[config.mk]
export PLATFORM = sky130hd
export DESIGN_NAME = pad_output_arbiter
export DESIGN_NICKNAME = d
export VERILOG_FILES = /design/src/rtl/pad_output_arbiter.sv
export SDC_FILE = /design/constraint.sdc
export NUM_CORES = 1
export LEC_CHECK = 0
export BUFFER_PORTS_ARGS = -buffer_cell sky130_fd_sc_hd__buf_2
export CAP_MARGIN = 20
export CORE_ASPECT_RATIO = 0.5
export CORE_UTILIZATION = 39
export DETAILED_ROUTE_END_ITERATION = 12
export PLACE_DENSITY_LB_ADDON = 0.05
export SLEW_MARGIN = 20
export SYNTH_ARGS = -nofsm -noshare
export SYNTH_HDL_FRONTEND = slang
export SYNTH_SLANG_ARGS = --single-unit
[constraint.sdc]
create_clock -name clk_i -period 2 [get_ports clk_i]
set_input_delay 0.2 -clock clk_i [delete_from_list [all_inputs] [get_ports clk_i]]
set_output_delay 0.2 -clock clk_i [all_outputs]
set_load 0.01 [all_outputs]
[src/rtl/pad_output_arbiter.sv]
// pad_output_arbiter
//   Round-robin sharing of a single output pad cell between NUM_REQ requesters.
//   The owner's data/oe/attributes are passed combinationally to the pad cell.
//   Every ownership change is followed by a TURNAROUND-cycle window with the
//   output enable forced low, and then at least one IDLE cycle. This keeps the
//   drive windows of successive owners from overlapping on the pad.
//
// Ports
//   clk_i, rst_i      clock, asynchronous active-high reset
//   req_i             level requests (held high while ownership is wanted)
//   gnt_o             registered one-hot grant
//   data_i, oe_i      per-requester output value / output enable
//   attr_i            per-requester attributes, requester k at [k*PADATTR +: PADATTR]
//   pad_in_o          to pad cell pad_in_i
//   pad_oe_o          to pad cell pad_oe_i
//   pad_attributes_o  to pad cell pad_attributes_i
//   owner_o           current or most recent owner
//   busy_o            high while owned or in the turnaround window
module pad_output_arbiter #(
  parameter int NUM_REQ    = 4,
  parameter int PADATTR    = 16,
  parameter int TURNAROUND = 2,
  localparam int AW        = (PADATTR < 1) ? 1 : PADATTR,
  localparam int OW        = $clog2(NUM_REQ),
  parameter logic [AW-1:0] DEFAULT_ATTR = '0
) (
  input  logic                  clk_i,
  input  logic                  rst_i,
  input  logic [NUM_REQ-1:0]    req_i,
  output logic [NUM_REQ-1:0]    gnt_o,
  input  logic [NUM_REQ-1:0]    data_i,
  input  logic [NUM_REQ-1:0]    oe_i,
  input  logic [NUM_REQ*AW-1:0] attr_i,
  output logic                  pad_in_o,
  output logic                  pad_oe_o,
  output logic [AW-1:0]         pad_attributes_o,
  output logic [OW-1:0]         owner_o,
  output logic                  busy_o
);

  localparam int CW = 4;

  typedef enum logic [1:0] {IDLE, OWNED, TURN} state_t;

  state_t                     state_q, state_d;
  logic [NUM_REQ-1:0]         gnt_q;
  logic [OW-1:0]              owner_q;
  logic [OW-1:0]              rr_ptr_q;
  logic [CW-1:0]              cnt_q;
  logic [AW-1:0]              attr_hold_q;
  logic [NUM_REQ-1:0][AW-1:0] attr_lane;
  logic [OW-1:0]              win;
  logic                       any_req;
  logic                       release_now;

  // Split the flat attribute bus into per-requester lanes.
  for (genvar k = 0; k < NUM_REQ; k++) begin : g_lane
    assign attr_lane[k] = attr_i[k*AW +: AW];
  end

  // First set request searching upward from ptr, wrapping modulo NUM_REQ.
  function automatic logic [OW-1:0] rr_pick(input logic [NUM_REQ-1:0] req,
                                            input logic [OW-1:0] ptr);
    logic [OW-1:0] w;
    logic          found;
    int            c;
    w     = '0;
    found = 1'b0;
    for (int i = 0; i < NUM_REQ; i++) begin
      c = (int'(ptr) + i) % NUM_REQ;
      if (!found && req[c]) begin
        found = 1'b1;
        w     = OW'(c);
      end
    end
    return w;
  endfunction

  assign win         = rr_pick(req_i, rr_ptr_q);
  assign any_req     = |req_i;
  assign release_now = (state_q == OWNED) && !req_i[owner_q];

  // State register
  always_ff @(posedge clk_i or posedge rst_i) begin
    if (rst_i) state_q <= IDLE;
    else       state_q <= state_d;
  end

  // Next-state logic
  always_comb begin
    state_d = state_q;
    case (state_q)
      IDLE:    if (any_req) state_d = OWNED;
      OWNED:   if (release_now) state_d = (TURNAROUND > 0) ? TURN : IDLE;
      TURN:    if (cnt_q == '0) state_d = IDLE;
      default: state_d = IDLE;
    endcase
  end

  // Grant, owner, round-robin pointer, turnaround counter, held attributes
  always_ff @(posedge clk_i or posedge rst_i) begin
    if (rst_i) begin
      gnt_q       <= '0;
      owner_q     <= '0;
      rr_ptr_q    <= '0;
      cnt_q       <= '0;
      attr_hold_q <= DEFAULT_ATTR;
    end else begin
      case (state_q)
        IDLE: if (any_req) begin
          gnt_q    <= NUM_REQ'(1) << win;
          owner_q  <= win;
          rr_ptr_q <= (win == OW'(NUM_REQ - 1)) ? '0 : win + 1'b1;
        end
        OWNED: if (release_now) begin
          gnt_q       <= '0;
          // Freeze the owner's pull/drive settings so they stay put in TURN.
          attr_hold_q <= attr_lane[owner_q];
          cnt_q       <= CW'((TURNAROUND > 0) ? TURNAROUND - 1 : 0);
        end
        TURN: if (cnt_q != '0) cnt_q <= cnt_q - 1'b1;
        default: ;
      endcase
    end
  end

  // Output logic: pad signals follow the owner combinationally in OWNED.
  always_comb begin
    pad_in_o         = 1'b0;
    pad_oe_o         = 1'b0;
    pad_attributes_o = DEFAULT_ATTR;
    busy_o           = 1'b0;
    case (state_q)
      OWNED: begin
        pad_oe_o         = oe_i[owner_q];
        pad_in_o         = data_i[owner_q] & oe_i[owner_q];
        pad_attributes_o = attr_lane[owner_q];
        busy_o           = 1'b1;
      end
      TURN: begin
        pad_attributes_o = attr_hold_q;
        busy_o           = 1'b1;
      end
      default: ;
    endcase
  end

  assign gnt_o   = gnt_q;
  assign owner_o = owner_q;

endmodule
Yosys cells after proc, flatten, opt, wreduce, memory -nomap -nowiden
Cells that the tools add are included.
{"block": "totals", "reg_bits": 30, "in_bits": 78, "out_inout_bits": 25, "wordCells": 92}
{"block": "classes", "n_addsub": 5, "magnitude_cmp": 5, "eq_ne": 7, "n_shift": 1, "mux": 41, "bitwise": 4, "reduce_logical": 23}
{"cell": "$bmux W16 S2", "n": 1}
{"cell": "$pmux W16 S2", "n": 1}
{"cell": "$mux W1", "n": 16}
{"cell": "$mux W16", "n": 1}
{"cell": "$mux W2", "n": 8}
{"cell": "$mux W4", "n": 4}
{"cell": "$pmux W4 S2", "n": 2}
{"cell": "$bmux W1 S2", "n": 7}
{"cell": "$lt A3 B4 Y1 const B", "n": 3}
{"cell": "$reduce_and A3 Y1", "n": 3}
{"cell": "$ne A2 B2 Y1 const B", "n": 4}
{"cell": "$reduce_or A2 Y1", "n": 4}
{"cell": "$lt A2 B3 Y1 const B", "n": 2}
{"cell": "$pmux W2 S3", "n": 1}
{"cell": "$add A2 B1 Y2 const B", "n": 2}
{"cell": "$add A2 B2 Y2 const B", "n": 2}
{"cell": "$eq A2 B2 Y1 const B", "n": 2}
{"cell": "$logic_and A1 B1 Y1", "n": 4}
{"cell": "$logic_not A1 Y1", "n": 4}
{"cell": "$logic_not A4 Y1", "n": 1}
{"cell": "$reduce_and A2 Y1", "n": 2}
{"cell": "$reduce_bool A2 Y1", "n": 2}
{"cell": "$reduce_bool A4 Y1", "n": 1}
{"cell": "$reduce_or A4 Y1", "n": 1}
{"cell": "other kinds (6)", "n": 8}

Logic depth before layout (Yosys ltp)
Gate-level depths: netlist of the first run.
{"block": "depth", "depth_word": 17, "depth_mapped": 7, "depth_no_buf": 7}

Worst setup path after synthesis of the first run
OpenSTA, ideal clock, no wires.
{"block": "synth_timing", "kind": "register -> register", "from": "register state_q[1]", "to": "register attr_hold_q[10]", "setup_ns": 0.125, "t_arrival_ns": 1.705, "t_required_ns": 1.875, "slack_ns": 0.171, "stages_incl_launch_ff": 8, "synth_period_minus_slack_ns": 1.829, "path_cell_list": "dfrtp_1 -> inv_1 -> ha_1 -> clkbuf_1 -> inv_1 -> nor2_8 -> buf_8 -> mux2_2"}
{"block": "synth_between", "elab_chain_len": 3}
{"item": "start: declaration", "line": "45", "rtl": "state_t state_q, state_d;"}
{"item": "start signal: assignment", "line": "86", "rtl": "else state_q <= state_d;"}
{"item": "$eq A2 B1 Y1 *", "line": "81, 109"}
{"item": "$logic_and A1 B1 Y1", "line": "81", "rtl": "assign release_now = (state_q == OWNED) && !req_i[owner_q];"}
{"item": "$reduce_and A2 Y1 (no line) *"}
{"item": "end signal: assignment", "line": "118", "rtl": "attr_hold_q <= attr_lane[owner_q];"}
{"item": "end: declaration", "line": "50", "rtl": "logic [AW-1:0] attr_hold_q;"}
Every way passes the cells marked *; elsewhere a longest branch is shown, timed or not.
A chain may end at the register's enable or synchronous reset.

Final worst setup path of the first run
{"block": "layout_timing", "from": "register owner_q[0], in the netlist owner_o[0]", "to": "output port pad_attributes_o[13]"}
{"block": "layout_between", "elab_chain_len": 3}
{"item": "start: declaration", "line": "47", "rtl": "logic [OW-1:0] owner_q;"}
{"item": "start signal: assignment", "line": "112", "rtl": "owner_q <= win;"}
{"item": "$bmux W16 S2", "line": "137", "rtl": "pad_attributes_o = attr_lane[owner_q];"}
{"item": "$mux W16 (not written as such)", "line": "137"}
{"item": "$pmux W16 S2", "line": "133", "rtl": "case (state_q)"}
{"item": "end: declaration", "line": "36", "rtl": "output logic [AW-1:0] pad_attributes_o,"}
Every way passes these cells. The select of a mux whose other input is x is not followed.

==> results of run 1 <==
## timing repair
item,CTS,global route
pin swaps,3,6
setup endpoints to repair,14,16
cloned,1,2
buffers inserted,1,1
resized for setup,4,13
## worst max path at each step
stage	start	endpoint	slack, ns
after global placement	owner_o[0]$_DFFE_PP0P_	attr_hold_q[1]$_DFFE_PP0P_	0.18
final	owner_o[0]$_DFFE_PP0P_	pad_attributes_o[13]	-0.02
after global routing	owner_o[0]$_DFFE_PP0P_	pad_attributes_o[10]	-0.08
after floorplan	state_q[1]$_DFFE_PP0P_	attr_hold_q[10]$_DFFE_PP0P_	0.17
after CTS	owner_o[0]$_DFFE_PP0P_	pad_attributes_o[12]	-0.01
after detailed placement	owner_o[0]$_DFFE_PP0P_	attr_hold_q[4]$_DFFE_PP0P_	0.16
## logic make-up (layout without fill, tap and decap cells)
group,Yosys count,count (layout),synth area share
compound gates,45,45,0.137
flops,30,30,0.334
fa+ha+maj,10,10,0.0556
mux,39,39,0.293
buf+inv,22,131,0.0506
simple gates,49,49,0.130
## layer usage
| layer | vias up | wire length (µm) |
|---|---|---|
| met2 | 48 | 2870 |
| li1 | 954 | - |
| met1 | 966 | 2590 |
| met4 | 0 | 15 |
| met3 | 2 | 326 |
| met5 | - | 0 |
## Yosys cell counts (all sizes together)
library cell	count
dfrtp	30
nor2b	20
mux4	19
mux2	18
a22oi	16
a21oi	10
ha	10
inv	10
nand2	10
nor2	8
clkbuf	7
buf	5
a31oi	4
o2bb2ai	4
o21ai	3
a21o	2
and2	2
and3	2
mux2i	2
nand2b	2
a311oi	1
a31o	1
nand3	1
nor3	1
nor4	1
nor4b	1
o211ai	1
o21a	1
o221ai	1
o22ai	1
or4	1
## state kept, by name, summed over array words and instances, names as in the netlist
name and flops:
gnt_o 4, owner_o 2, cnt_q 4, attr_hold_q 16, state_q 2, rr_ptr_q 2
## report_power, final
part	internal (mW)	total [mW]	leakage, nW	switching, mW
Sequential	0.902	1.11	0.363	0.204
Clock	0.492	0.749	0.0739	0.256
Combinational	1.66	3.18	1.05	1.52
Total	3.06	5.04	1.49	1.98
## layout make-up
type / instances / area, µm² / area share
Multi-Input combinational cell: 143 / 1450 / 0.460
Timing Repair Buffer: 113 / 677 / 0.214
Clock buffer: 7 / 143 / 0.0452
Sequential cell: 30 / 752 / 0.238
Clock inverter: 1 / 5.00 / 0.00159
Tap cell: 73 / 91.3 / 0.0289
Inverter: 10 / 37.5 / 0.0119
## worst register-to-register path, stage by stage (launching register included)
cell	delay (ns)
dfrtp_2	0.39
buf_6	0.14
mux4_2	0.62
nor2_8	0.29
mux2_2	0.38
## per-stage QoR
stage	setup TNS [ns]	setup WS (ns)	cell area [µm²]	utilization	instances
after floorplan	0	0.171	2250	-	195
after global placement	0	0.184	2830	0.513	364
after detailed placement	0	0.155	2830	0.513	364
after CTS	-0.0559	-0.0145	3040	0.551	374
after global routing	-0.617	-0.0785	3160	0.572	377
final	-0.0404	-0.0150	3160	0.572	377
==> out/qor.yml, run 1 <==
outcome:
  outcome: "complete, but fails checks"
  violations: "setup timing"
place:
  io_buffers: 102
  place_hpwl_mm: 4.10
  place.gp.congestion: 0.836
power:
  ir_drop_uv: 648
  power.density_mw_per_mm2: 1600
  p_leak_nw: 1.49
  power.total_mw: 5.04
critical_path:
  reg2reg_slack_ns: 0.06
  critPathRequiredTime_ns: 1.80
  path_cells: "buf_6, clkbuf_16, mux4_2, a22oi_2, nor2b_1, buf_2"
  critical-path-top-delay-family: "multiplexers"
  worst_r2r_endpoint: "attr_hold_q[9]$_DFFE_PP0P_"
  crit_slowest_cell: "mux4_2"
  reg2regPathDepth: 4
  cp_num_buf_inv: 3
  worst_setup_path_end_kind: "output port"
  critPathMaxFanout: 5
  worst_setup_path_start_kind: "register"
  worst-setup-path-type: "reg -> out"
  cp.arrival_ns: 1.82
  reg2reg_from: "owner_o[0]$_DFFE_PP0P_"
  slowest_delay_ns: 0.52
  path_depth: 6
die:
  die_h_um: 55.7
  io_pins: 103
  fp.dieW_um: 109
  core_mm2: 0.00552
  start_util: 0.408
  die_area_mm2: 0.00609
  num_rows: 19
global_routing:
  grt_usage: 0.192
  overflow: 0
  grt_util_met3: 0.0504
  use_met1: 0.222
  grt_pass1_vias: 2030
  use_met2: 0.353
  grt_max_degree: 31
  antenna_found_initial: 0
  busiest_layer: "met2"
  grt_pass1_wl_mm: 9.05
clocking:
  clock-sinks: 30
  htree_levels: 2
  cts_root_buffer: "clkbuf_16"
  path_clk_slew_ns: 0.05
  cts_tree: "done"
  clock_latency_ns: 0.27
  cts.path.max_buffers: 2
  cts_buffers: 5
  cts-hold-fix-buffers: 0
timing:
  slew_headroom: 0.683
  finalMaxSlewViolations: 0
  fin_skew_ns: 0.00476
  setup_slack_ns: -0.0150
  hold_slack_ns: 0.0111
  rsz0062_at_grt: "true"
  period_minus_slack_ns: 2.02
  final_hold_viol_count: 0
  clock.fmax_ghz: 0.496
  worstMarginPinSlew_ns: 0.469
  setup-violations-final: 5
  period_share: 1.01
detailed_routing:
  drtIter0Drc: 77
  wl_mm: 5.80
  drc: 0
  vias: 1970
  wl_per_cell_um: 15.4
  routed_via_density: 5.23
  firstDrtPassIters: 4
  ant_nets: 0
logic_synthesis:
  syn_nets: 283
  syn_area_mm2: 0.00225
  synth_area_per_cell_um2: 11.5
  yosys.area.top_type: "dfrtp_1"
  yosys_warnings: 0
  yosysTopAreaCellShare: 0.334
  syn_inst: 195
  synth.area.top_cells: "dfrtp_1 (33%), mux4_2 (19%), mux2_2 (8.0%)"
  synth_seq_cells: 30
  ys_seq_area_frac: 0.334
  synth_cell_type_count: 38
final_layout:
  layout_common_cells: "buf_2 (102), dfrtp_1 (29), nor2b_1 (20)"
  drive_gt1_frac: 0.582
  syn2layout_area_growth_pct: 40.4
  fill_cells: 473
  final_common_cell: "buf_2"
  antenna_cells: 0
  nNetsFinal: 391
flow_run:
  max-cap-violations: 0
min_path:
  min_path_type: "in -> async"
(Power assumes the default switching activity.)
==> run 2: changes to the inputs <==
--- a/config.mk
+++ b/config.mk
@@ -10,7 +10,7 @@
 export CORE_ASPECT_RATIO = 0.5
 export CORE_UTILIZATION = 39
 export DETAILED_ROUTE_END_ITERATION = 12
-export PLACE_DENSITY_LB_ADDON = 0.05
+export PLACE_DENSITY = 0.69
 export SLEW_MARGIN = 20
 export SYNTH_ARGS = -nofsm -noshare
 export SYNTH_HDL_FRONTEND = slang
==> out/qor.yml, run 2 (same netlist as run 1, synthesis figures left out) <==
timing:
  slew_headroom: 0.665
  fin_skew_ns: 0.00623
  rsz0062_at_grt: "true"
  final_hold_viol_count: 5
  period_share: 0.981
  setup-violations-final: 0
  worstMarginPinSlew_ns: 0.495
  period_minus_slack_ns: 1.96
  setup_tns_ns: 0
  clock.fmax_ghz: 0.510
  hold_slack_ns: -0.00512
  finalMaxSlewViolations: 0
detailed_routing:
  wl_mm: 5.63
  vias: 2021
  drc: 0
  wl_per_cell_um: 14.9
  ant_nets: 0
  firstDrtPassIters: 4
  routed_via_density: 5.35
  drtIter0Drc: 125
critical_path:
  cp.arrival_ns: 2.11
  critPathMaxFanout: 8
  worst_setup_path_start_kind: "register"
  worst_setup_path_end_kind: "register"
  worst-setup-path-type: "reg -> reg"
  critPathRequiredTime_ns: 2.15
min_path:
  min_path_type: "in -> async"
clocking:
  cts.path.max_buffers: 2
  cts-hold-fix-buffers: 0
  clock_latency_ns: 0.27
  cts_buffers: 5
  cts_root_buffer: "clkbuf_16"
  htree_levels: 2
  clock-sinks: 30
  path_clk_slew_ns: 0.05
  cts_tree: "done"
final_layout:
  regMostFlops: "attr_hold_q"
  fin_cells: 378
  final_cell_area_mm2: 0.00309
  nNetsFinal: 392
  utilization: 0.560
  largest_register_ffs: 16
  fill_cells: 494
  layout_common_cells: "buf_2 (102), dfrtp_1 (29), nor2b_1 (20)"
  syn2layout_area_growth_pct: 37.4
  drive_gt1_frac: 0.570
  final_common_cell: "buf_2"
  antenna_cells: 0
power:
  ir_drop_uv: 559
  p_leak_nw: 1.46
  power.density_mw_per_mm2: 1570
place:
  dp.cells: 367
  dpl-instance-area_mm2: 0.00284
  place.gp.congestion: 0.747
  io_buffers: 102
  place_hpwl_mm: 4.30
outcome:
  outcome: "complete, but fails checks"
  violations: "hold timing"
global_routing:
  grt_usage: 0.192
  use_met2: 0.352
  overflow: 0
  grt_pass1_vias: 2050
  use_met1: 0.228
  grt_pass1_wl_mm: 9.07
  grt_max_degree: 31
  busiest_layer: "met2"
  antenna_found_initial: 0
  grt_util_met3: 0.0398
die:
  die_area_mm2: 0.00609
  io_pins: 103
  die_h_um: 55.7
  fp.dieW_um: 109
  num_rows: 19
  start_util: 0.408
  core_mm2: 0.00552
flow_run:
  max-cap-violations: 0
==> run 2: cell count changes in the layout (fill, tap and decap cells not counted) <==
cell,change
buf_6,-1
buf_16,-1
a22oi_1,+4
a22oi_2,-4
clkbuf_16,-2
nor2_4,+1
buf_4,+4
==> run 2: layer usage <==
layer,vias up,part of all wire,wire length (µm)
li1,954,-,-
met1,1015,0.40,2260
met2,50,0.53,3010
met3,2,0.059,333
met4,0,0.0037,21
met5,-,0,0
==> run 2: timing repair <==
item,4_1_cts,5_1_grt
gates cloned,0,1
setup buffers,1,1
gates resized for setup,6,11
endpoints found under the setup margin,16,22
==> run 2: worst paths after layout <==
| kind | cells after the start | slack [ns] | start | endpoint |
|---|---|---|---|---|
| max in group asynchronous | 3 | 1.71 | rst_i | owner_o[0]$_DFFE_PP0P_ |
| setup / recovery | 4 | 0.04 | owner_o[0]$_DFFE_PP0P_ | attr_hold_q[5]$_DFFE_PP0P_ |
| hold reg to reg | 1 | 0.50 | gnt_o[0]$_DFFE_PP0P_ | gnt_o[0]$_DFFE_PP0P_ |
| min in group clk_i | 3 | 0.40 | attr_i[37] | attr_hold_q[5]$_DFFE_PP0P_ |
| setup reg to reg | 4 | 0.04 | owner_o[0]$_DFFE_PP0P_ | attr_hold_q[5]$_DFFE_PP0P_ |
| hold / removal | 3 | -0.005 | rst_i | gnt_o[1]$_DFFE_PP0P_ |
==> run 2: stage by stage <==
stage          setup slack, ns  total power, mW
6_report                0.0385             4.85
5_1_grt                -0.0398             5.22
4_1_cts                0.00398             4.73
3_5_place_dp             0.161             3.90
3_3_place_gp             0.240             3.79
2_1_floorplan            0.171             3.17
==> run 2: area by class of cell <==
type,instances,area (µm²),share of cell area
multi-input combinational,144,1440,0.467
sequential,30,752,0.243
timing repair buffer,113,618,0.200
clock buffer,7,143,0.0462
tap,73,91.3,0.0296
inverter,10,37.5,0.0122
clock inverter,1,5.00,0.00162
==> run 2: report_power, final <==
| group | internal (mW) | switching [mW] |
|---|---|---|
| Clock | 0.491 | 0.242 |
| Combinational | 1.53 | 1.46 |
| Sequential | 0.902 | 0.220 |
| Total | 2.93 | 1.92 |
==> run 2: critical path, stage by stage, from the launching register on <==
cell,delay [ns]
dfrtp_2,0.42
buf_4,0.13
mux4_2,0.65
nor2_4,0.27
mux2_2,0.36
==> run 3: changes to the inputs <==
--- a/config.mk
+++ b/config.mk
@@ -8,9 +8,9 @@
 export BUFFER_PORTS_ARGS = -buffer_cell sky130_fd_sc_hd__buf_2
 export CAP_MARGIN = 20
 export CORE_ASPECT_RATIO = 0.5
-export CORE_UTILIZATION = 39
+export CORE_UTILIZATION = 40
 export DETAILED_ROUTE_END_ITERATION = 12
-export PLACE_DENSITY = 0.69
+export PLACE_DENSITY = 0.7
 export SLEW_MARGIN = 20
 export SYNTH_ARGS = -nofsm -noshare
 export SYNTH_HDL_FRONTEND = slang
==> out/qor.yml, run 3 (same netlist as run 1, synthesis figures left out) <==
critical_path:
  worst_setup_path_end_kind: "output port"
  critPathMaxFanout: 8
  cp.arrival_ns: 1.82
  worst-setup-path-type: "reg -> out"
  worst_setup_path_start_kind: "register"
  critPathRequiredTime_ns: 1.80
die:
  die_h_um: 55.0
  core_mm2: 0.00516
  fp.dieW_um: 108
  start_util: 0.436
  io_pins: 103
  num_rows: 18
  die_area_mm2: 0.00594
outcome:
  outcome: "complete, but fails checks"
  violations: "setup timing"
final_layout:
  nNetsFinal: 392
  register_area_um2: 752
  syn2layout_area_growth_pct: 37.8
  fin_cells: 375
  largest_register_ffs: 16
  antenna_cells: 0
  multi_input_area_mm2: 0.00146
  final_common_cell: "buf_2"
  regMostFlops: "attr_hold_q"
  drive_gt1_frac: 0.590
  utilization: 0.601
  fill_cells: 448
  layout_common_cells: "buf_2 (101), dfrtp_1 (29), nor2b_1 (20)"
power:
  ir_drop_uv: 712
  p_leak_nw: 1.45
  power.total_mw: 4.78
  power.density_mw_per_mm2: 1540
detailed_routing:
  firstDrtPassIters: 4
  ant_nets: 0
  wl_per_cell_um: 16.1
  drtIter0Drc: 75
  routed_via_density: 5.47
  drc: 0
  wl_mm: 6.03
  vias: 2050
global_routing:
  grt_pass1_wl_mm: 8.49
  overflow: 0
  antenna_found_initial: 0
  grt_max_degree: 31
  grt_usage: 0.192
  grt_pass1_vias: 1914
place:
  dp.cells: 363
  io_buffers: 102
  place_hpwl_mm: 4.35
  place.gp.congestion: 0.792
timing:
  final_hold_viol_count: 0
  slew_headroom: 0.639
  clock.fmax_ghz: 0.495
  fin_skew_ns: 0.0109
  setup-violations-final: 3
  rsz0062_at_grt: "true"
  finalMaxSlewViolations: 0
  period_share: 1.01
  setup_slack_ns: -0.0206
  worstMarginPinSlew_ns: 0.534
  period_minus_slack_ns: 2.02
clocking:
  cts_buffers: 5
  clock-sinks: 30
  path_clk_slew_ns: 0.07
  cts_tree: "done"
  htree_levels: 2
  clock_latency_ns: 0.29
  cts_root_buffer: "clkbuf_8"
  cts.path.max_buffers: 2
flow_run:
  max-cap-violations: 0
min_path:
  min_path_type: "in -> reg"
[run 3: layout make-up]
type | instances | share of cell area
inverters | 10 | 0.0121
well taps | 70 | 0.0283
repair buffers | 114 | 0.214
clock buffers | 6 | 0.0267
clock inverters | 2 | 0.00404
flip-flops and latches | 30 | 0.243
multi-input cells | 143 | 0.472
[run 3: repair_timing]
action / in CTS / in global routing
setup buffers: 0 / 2
gates cloned: 0 / 1
setup endpoints to repair: 16 / 16
hold endpoints to repair: 30 / 0
resized for setup: 7 / 17
hold buffers: 1 / 0
pin swaps: 0 / 9
[run 3: worst paths after layout]
path	startpoint	to	slack [ns]	depth (start not counted)
max	owner_o[0]$_DFFE_PP0P_	pad_attributes_o[2]	-0.02	5
min	attr_i[7]	attr_hold_q[7]$_DFFE_PP0P_	0.39	3
max reg2reg	owner_o[0]$_DFFE_PP0P_	attr_hold_q[14]$_DFFE_PP0P_	0.10	3
min reg2reg	gnt_o[1]$_DFFE_PP0P_	gnt_o[1]$_DFFE_PP0P_	0.51	1
max in group asynchronous	rst_i	owner_o[0]$_DFFE_PP0P_	1.16	4
min in group asynchronous	rst_i	gnt_o[0]$_DFFE_PP0P_	0.52	4
[run 3: routing by layer]
layer	GRT usage	routed length, µm
met2	0.375	3230
met4	0.0731	68
met3	0.0386	284
met5	0	0
met1	0.214	2440
[run 3: critical path: stages (launching register included)]
cell	delay, ns
dfrtp_2	0.47
buf_12	0.17
mux4_2	0.52
a22oi_2	0.14
nor2b_1	0.08
buf_2	0.15
[run 3: per-stage QoR]
step	TNS, ns	hold slack [ns]	setup slack, ns	cell area, µm²
final	-0.0531	0.386	-0.0206	3100
after global routing	-0.931	0.397	-0.0690	3100
after CTS	-0.00950	0.372	-0.00517	2960
after detailed placement	0	0.301	0.166	2830
after global placement	0	0.295	0.230	2830
after floorplan	0	0.291	0.171	2250
[run 3: report_power, final]
part	leakage [nW]	total, mW	switching (mW)	internal (mW)
combinational	1.04	3.11	1.49	1.62
clock	0.0472	0.522	0.246	0.276
sequential	0.363	1.14	0.243	0.900
